## src/rtl/fb_pkg.sv

```systemverilog
// Shared types and helpers for the frame-buffer access controller.
// Build option FB_CLEAR_EN (see fb_access_ctrl) enables the clear engine.
package fb_pkg;

  localparam int FB_W_DEF = 8;
  localparam int FB_H_DEF = 8;
  localparam int AW_DEF   = 6;
  localparam int CW_DEF   = 3;

  localparam int RED   = 2;
  localparam int GREEN = 1;
  localparam int BLUE  = 0;

  typedef enum logic {
    IDLE  = 1'b0,
    CLEAR = 1'b1
  } fb_state_e;

  // Linear address y*fb_w + x; callers truncate to their RAM address width.
  function automatic int unsigned xy_to_addr(input logic [8:0] x,
                                             input logic [8:0] y,
                                             input int unsigned fb_w);
    return (32'(y) * fb_w) + 32'(x);
  endfunction

endpackage

```

## src/rtl/fb_clear_engine.sv

```systemverilog
// Clear engine: walks every frame-buffer address once, writing zero,
// pausing on cycles the display owns the RAM port.
module fb_clear_engine
  import fb_pkg::*;
#(
  parameter int DEPTH = FB_W_DEF * FB_H_DEF,
  parameter int AW    = AW_DEF
) (
  input  logic          clk25MHz,
  input  logic          rst,
  input  logic          start,
  input  logic          stall,
  output logic          busy,
  output logic          wr_en,
  output logic [AW-1:0] addr
);

  localparam logic [AW-1:0] LAST = AW'(DEPTH - 1);

  fb_state_e     state_q, state_d;
  logic [AW-1:0] cnt_q, cnt_d;

  always_comb begin
    // NOTE: defaults first so every path assigns the next-state values; a missing path would infer a latch.
    state_d = state_q;
    cnt_d   = cnt_q;
    case (state_q)
      IDLE: begin
        if (start) begin
          state_d = CLEAR;
          cnt_d   = '0;
        end
      end
      CLEAR: begin
        if (!stall) begin
          cnt_d = cnt_q + AW'(1);
          if (cnt_q == LAST) state_d = IDLE;
        end
      end
      default: state_d = IDLE;
    endcase
  end

  always_ff @(posedge clk25MHz) begin
    // NOTE: non-blocking assignments so every flop samples pre-edge values together.
    if (rst) begin
      state_q <= IDLE;
      cnt_q   <= '0;
    end else begin
      state_q <= state_d;
      cnt_q   <= cnt_d;
    end
  end

  assign busy  = (state_q == CLEAR);
  // A reset cycle aborts the clear without issuing one more write.
  assign wr_en = busy && !stall && !rst;
  assign addr  = cnt_q;

endmodule

```

## src/rtl/fb_access_ctrl.sv

```systemverilog
// Single-port frame-buffer arbiter: display read > clear write > pixel write.
// Define FB_CLEAR_EN to build the clear engine; otherwise clr_start is ignored.
module fb_access_ctrl
  import fb_pkg::*;
#(
  parameter int FB_W = FB_W_DEF,
  parameter int FB_H = FB_H_DEF,
  parameter int AW   = AW_DEF,
  parameter int CW   = CW_DEF
) (
  input  logic          clk25MHz,
  input  logic          rst,
  input  logic [8:0]    pos_x,
  input  logic [8:0]    pos_y,
  input  logic          active,
  input  logic          wr_valid,
  output logic          wr_ready,
  input  logic [8:0]    wr_x,
  input  logic [8:0]    wr_y,
  input  logic [CW-1:0] wr_color,
  input  logic          clr_start,
  output logic          clr_busy,
  output logic          mem_en,
  output logic          mem_we,
  output logic [AW-1:0] mem_addr,
  output logic [CW-1:0] mem_wdata,
  input  logic [CW-1:0] mem_rdata,
  output logic          o_red,
  output logic          o_green,
  output logic          o_blue
);

  localparam logic [8:0] W9 = 9'(FB_W);
  localparam logic [8:0] H9 = 9'(FB_H);

  logic          disp_rd, wr_in_range, wr_fire;
  logic          clr_wr;
  logic [AW-1:0] clr_addr, disp_addr, wr_addr;

  assign disp_rd     = active && (pos_x < W9) && (pos_y < H9);
  assign wr_in_range = (wr_x < W9) && (wr_y < H9);
  assign disp_addr   = AW'(xy_to_addr(pos_x, pos_y, FB_W));
  assign wr_addr     = AW'(xy_to_addr(wr_x, wr_y, FB_W));

  assign wr_ready = !rst && !clr_busy && !disp_rd;
  // Out-of-range transfers complete the handshake but never reach the RAM.
  assign wr_fire  = wr_valid && wr_ready && wr_in_range;

`ifdef FB_CLEAR_EN
  fb_clear_engine #(
    .DEPTH (FB_W * FB_H),
    .AW    (AW)
  ) u_clear (
    .clk25MHz (clk25MHz),
    .rst      (rst),
    .start    (clr_start),
    .stall    (disp_rd),
    .busy     (clr_busy),
    .wr_en    (clr_wr),
    .addr     (clr_addr)
  );
`else
  logic unused_clr_start;
  assign unused_clr_start = clr_start;
  assign clr_busy = 1'b0;
  assign clr_wr   = 1'b0;
  assign clr_addr = '0;
`endif

  always_comb begin
    mem_en    = 1'b0;
    mem_we    = 1'b0;
    mem_addr  = '0;
    mem_wdata = '0;
    if (disp_rd) begin
      mem_en   = 1'b1;
      mem_addr = disp_addr;
    end else if (clr_wr) begin
      mem_en   = 1'b1;
      mem_we   = 1'b1;
      mem_addr = clr_addr;
    end else if (wr_fire) begin
      mem_en    = 1'b1;
      mem_we    = 1'b1;
      mem_addr  = wr_addr;
      mem_wdata = wr_color;
    end
  end

  // Two-stage read pipeline aligning RAM data with the delayed active flag.
  logic          hit1_q, hit1_d, act1_q, act1_d, act2_q, act2_d;
  logic [CW-1:0] colour_q, colour_d;

  always_comb begin
    hit1_d   = disp_rd;
    act1_d   = active;
    colour_d = hit1_q ? mem_rdata : '0;
    act2_d   = act1_q;
  end

  always_ff @(posedge clk25MHz) begin
    // NOTE: only the pipeline is reset; the external RAM keeps its contents, so a reset mid-clear leaves it partly cleared.
    if (rst) begin
      hit1_q   <= 1'b0;
      act1_q   <= 1'b0;
      colour_q <= '0;
      act2_q   <= 1'b0;
    end else begin
      hit1_q   <= hit1_d;
      act1_q   <= act1_d;
      colour_q <= colour_d;
      act2_q   <= act2_d;
    end
  end

  assign o_red   = act2_q & colour_q[RED];
  assign o_green = act2_q & colour_q[GREEN];
  assign o_blue  = act2_q & colour_q[BLUE];

endmodule

```

## config.mk

```make
export PLATFORM = sky130hd
export DESIGN_NAME = fb_access_ctrl
export DESIGN_NICKNAME = d
export VERILOG_FILES = /design/src/rtl/fb_pkg.sv /design/src/rtl/fb_clear_engine.sv /design/src/rtl/fb_access_ctrl.sv
export SDC_FILE = /design/constraint.sdc
export NUM_CORES = 1
export LEC_CHECK = 0
export CAP_MARGIN = 5
export CORE_AREA = 3 3 43 55
export CTS_CLUSTER_SIZE = 40
export DETAILED_ROUTE_END_ITERATION = 10
export DIE_AREA = 0 0 46 58
export PLACE_DENSITY = 0.92
export SETUP_SLACK_MARGIN = 0.2
export SYNTH_ARGS = -nofsm -noshare
export SYNTH_HDL_FRONTEND = slang
export SYNTH_SLANG_ARGS = --single-unit
```

## constraint.sdc

```tcl
create_clock -name clk25MHz -period 2.9 [get_ports clk25MHz]
set_input_delay 0.58 -clock clk25MHz [delete_from_list [all_inputs] [get_ports clk25MHz]]
set_output_delay 0.58 -clock clk25MHz [all_outputs]
set_load 0.05 [all_outputs]
```

==> impl_metrics.json <==
{
  "status": "completed",
  "synth_area_sq_um": 520,
  "drc_errors": 0,
  "die_w_microns": 46,
  "cp_slowest_cell": "fa_2",
  "cp-end-kind": "output port",
  "crit_required_ns": 2.32,
  "grt_usage": 0.175,
  "drv_slew": 0,
  "dp_cells": 137,
  "path_class": "input pin to output port",
  "hold_viol_final": 0,
  "dr.pass1.iters": 2,
  "grt_pass1_wl_microns": 3350,
  "dieArea_sq_um": 2670,
  "fin_crit_ns": 2.66,
  "rows": 18,
  "clkTransAtPathRegs_ns": 0.05,
  "cts_tree": "done",
  "num_vias": 699,
  "dp_hpwl_microns": 1710,
  "io_pins": 63,
  "nFillCells": 133,
  "p_clk_frac": 0.298,
  "gr-total-overflow": 0,
  "instances_no_fill": 147,
  "setup_viol": 0,
  "drive_above_1_share": 0.370,
  "grt_pass1_vias": 803,
  "max-clock-path-buffers": 2,
  "min_path_type": "flip-flop to flip-flop",
  "crit_chain": "dlygate4sd2_1 > ha_2 > inv_2 > fa_2 > xor2_2 > xnor2_1 > a22o_1 > buf_12",
  "num_antenna_cells": 0,
  "final_cell_mix": "27 x clkdlybuf4s50_1, 11 x buf_12, 10 x dlygate4sd2_1, 10 x dlymetal6s2s_1, 8 x and2_1",
  "fin_nets": 180,
  "ys_warn_count": 0,
  "critical_path_arrival_ns": 2.08,
  "total_power_uw": 270,
  "p_int_uw": 197,
  "cp_slowest_stage_delay_ns": 0.36,
  "crit_path_max_fanout": 1,
  "crit_path_start_kind": "input pin",
  "p_seq_frac": 0.314,
  "maxSlewHeadroom": 0.668,
  "synth_cell_type_count": 23,
  "cts-root-buf": "clkbuf_4",
  "synth_seq_cells": 6,
  "worstMarginPinSlew_ns": 0.496,
  "clk_latency_ns": 0.25,
  "drt_iter0_drc": 3,
  "synth_nets": 108,
  "p_sw_uw": 72.1,
  "final_common_cell": "clkdlybuf4s50_1",
  "max_freq_ghz": 0.376,
  "ys_seq_area_frac": 0.231,
  "start_util": 0.269,
  "io_buffer_count": 60,
  "cts_buffers": 3,
  "peakVddDrop_uv": 96.7,
  "cap_violations": 0,
  "post-route-period-util": 0.918,
  "routed_wl_microns": 2140,
  "htreeDepth": 1,
  "wl_per_cell_microns": 14.6,
  "die_y_microns": 58,
  "antenna_found_initial": 0,
  "rsz0062_at_grt": "false",
  "p_sw_frac": 0.268,
  "vias_per_cell": 4.76,
  "gp_congestion": 0.640,
  "p_leak_nw": 0.673,
  "powerDensity_nw_per_um2": 191,
  "syn-instance-count": 57,
  "clock_skew_ns": 0.00504,
  "synthToLayoutAreaGrowth_pct": 171,
  "core_area_sq_um": 1940,
  "syn_avg_cell_area_sq_um": 9.13,
  "clock_sinks": 6,
  "antenna_left": 0,
  "grt_max_degree": 6,
  "p_comb_frac": 0.389
}
## flip-flops by register name, indices dropped and copies added (netlist names)
signal and count:
hit1_q 1, colour_q 3, act2_q 1, act1_q 1
## routing by layer
layer,share of wire,global-route usage,routed length (microns),vias up
li1,-,-,-,332
met1,0.31,0.152,667,309
met2,0.52,0.309,1120,50
met3,0.13,0.0776,286,8
met4,0.030,0.106,64,0
met5,0,0,0,-
## critical path: cells and delay by family
family / cells / cell delay, ns
XOR/XNOR: 2 / 0.32
adder cells (fa/ha/maj): 2 / 0.52
buffers and inverters: 3 / 0.39
AO/OA/AOI/OAI: 1 / 0.26
## power by group through the flow
| stage | Sequential [mW] | Combinational (mW) | Clock (mW) |
|---|---|---|---|
| final | 0.0846 | 0.105 | 0.0802 |
| after detailed placement | 0.0861 | 0.0979 | 0 |
| after global routing | 0.0845 | 0.113 | 0.0868 |
| after CTS | 0.0846 | 0.0984 | 0.0820 |
| after global placement | 0.0859 | 0.0956 | 0 |
| after floorplan | 0.0858 | 0.0267 | 0 |
## stage by stage
step	utilization	setup TNS (ns)	cell area, sq um	hold WS (ns)	setup slack (ns)
2_1_floorplan	-	0	520	0.414	0.349
3_3_place_gp	0.645	-0.0108	1250	0.420	-0.0108
3_5_place_dp	0.645	-0.0703	1250	0.454	-0.0703
4_1_cts	0.683	0	1320	0.459	0.188
5_1_grt	0.727	0	1410	0.468	0.182
6_report	0.727	0	1410	0.452	0.238
## layout make-up
cell class	count	area, sq um	share of cell area
Clock buffer	3	22.5	0.0160
Inverter	6	22.5	0.0160
Sequential cell	6	120	0.0853
Tap cell	20	25.0	0.0178
Timing Repair Buffer	68	777	0.552
Multi-Input combinational cell	44	442	0.313
## repair_timing
item	4_1_cts	5_1_grt
resized for setup	23	20
setup buffers	3	2
pin swaps	15	12
gates cloned	2	0
hold buffers	0	0
endpoints found under the setup margin	9	10
## final timing paths
kind,startpoint,end,cells past startpoint,slack (ns)
max,pos_y[0],mem_addr[5],8,0.24
min,act1_q$_SDFF_PP0_,act2_q$_SDFF_PP0_,1,0.45
max reg2reg,hit1_q$_SDFF_PP0_,colour_q[1]$_SDFF_PP0_,2,2.21
min reg2reg,act1_q$_SDFF_PP0_,act2_q$_SDFF_PP0_,1,0.45
## synthesized netlist by cell type, drive strengths merged
master  n  share of area
a22o    5          0.084
and2    9           0.11
and4    1          0.017
buf     2          0.036
conb    1         0.0072
dfxtp   6           0.23
fa      2          0.077
ha      2          0.048
inv     6          0.043
nand2   1         0.0072
nand4   2          0.036
nor2    4          0.043
nor2b   4          0.048
nor3    2          0.019
nor4    4          0.084
nor4b   1          0.029
o21bai  1          0.014
xnor2   2          0.034
xor2    2          0.034
## cell families after synthesis
group,share of synthesized area
AOI/OAI and AO/OA,0.0986
xor gates and xnor gates,0.0673
and+or+nand+nor,0.392
adders and majority gates,0.125
DFF,0.231
buffers and inverters,0.0793
other,0.00720
Power figures use the tool's default switching activity.
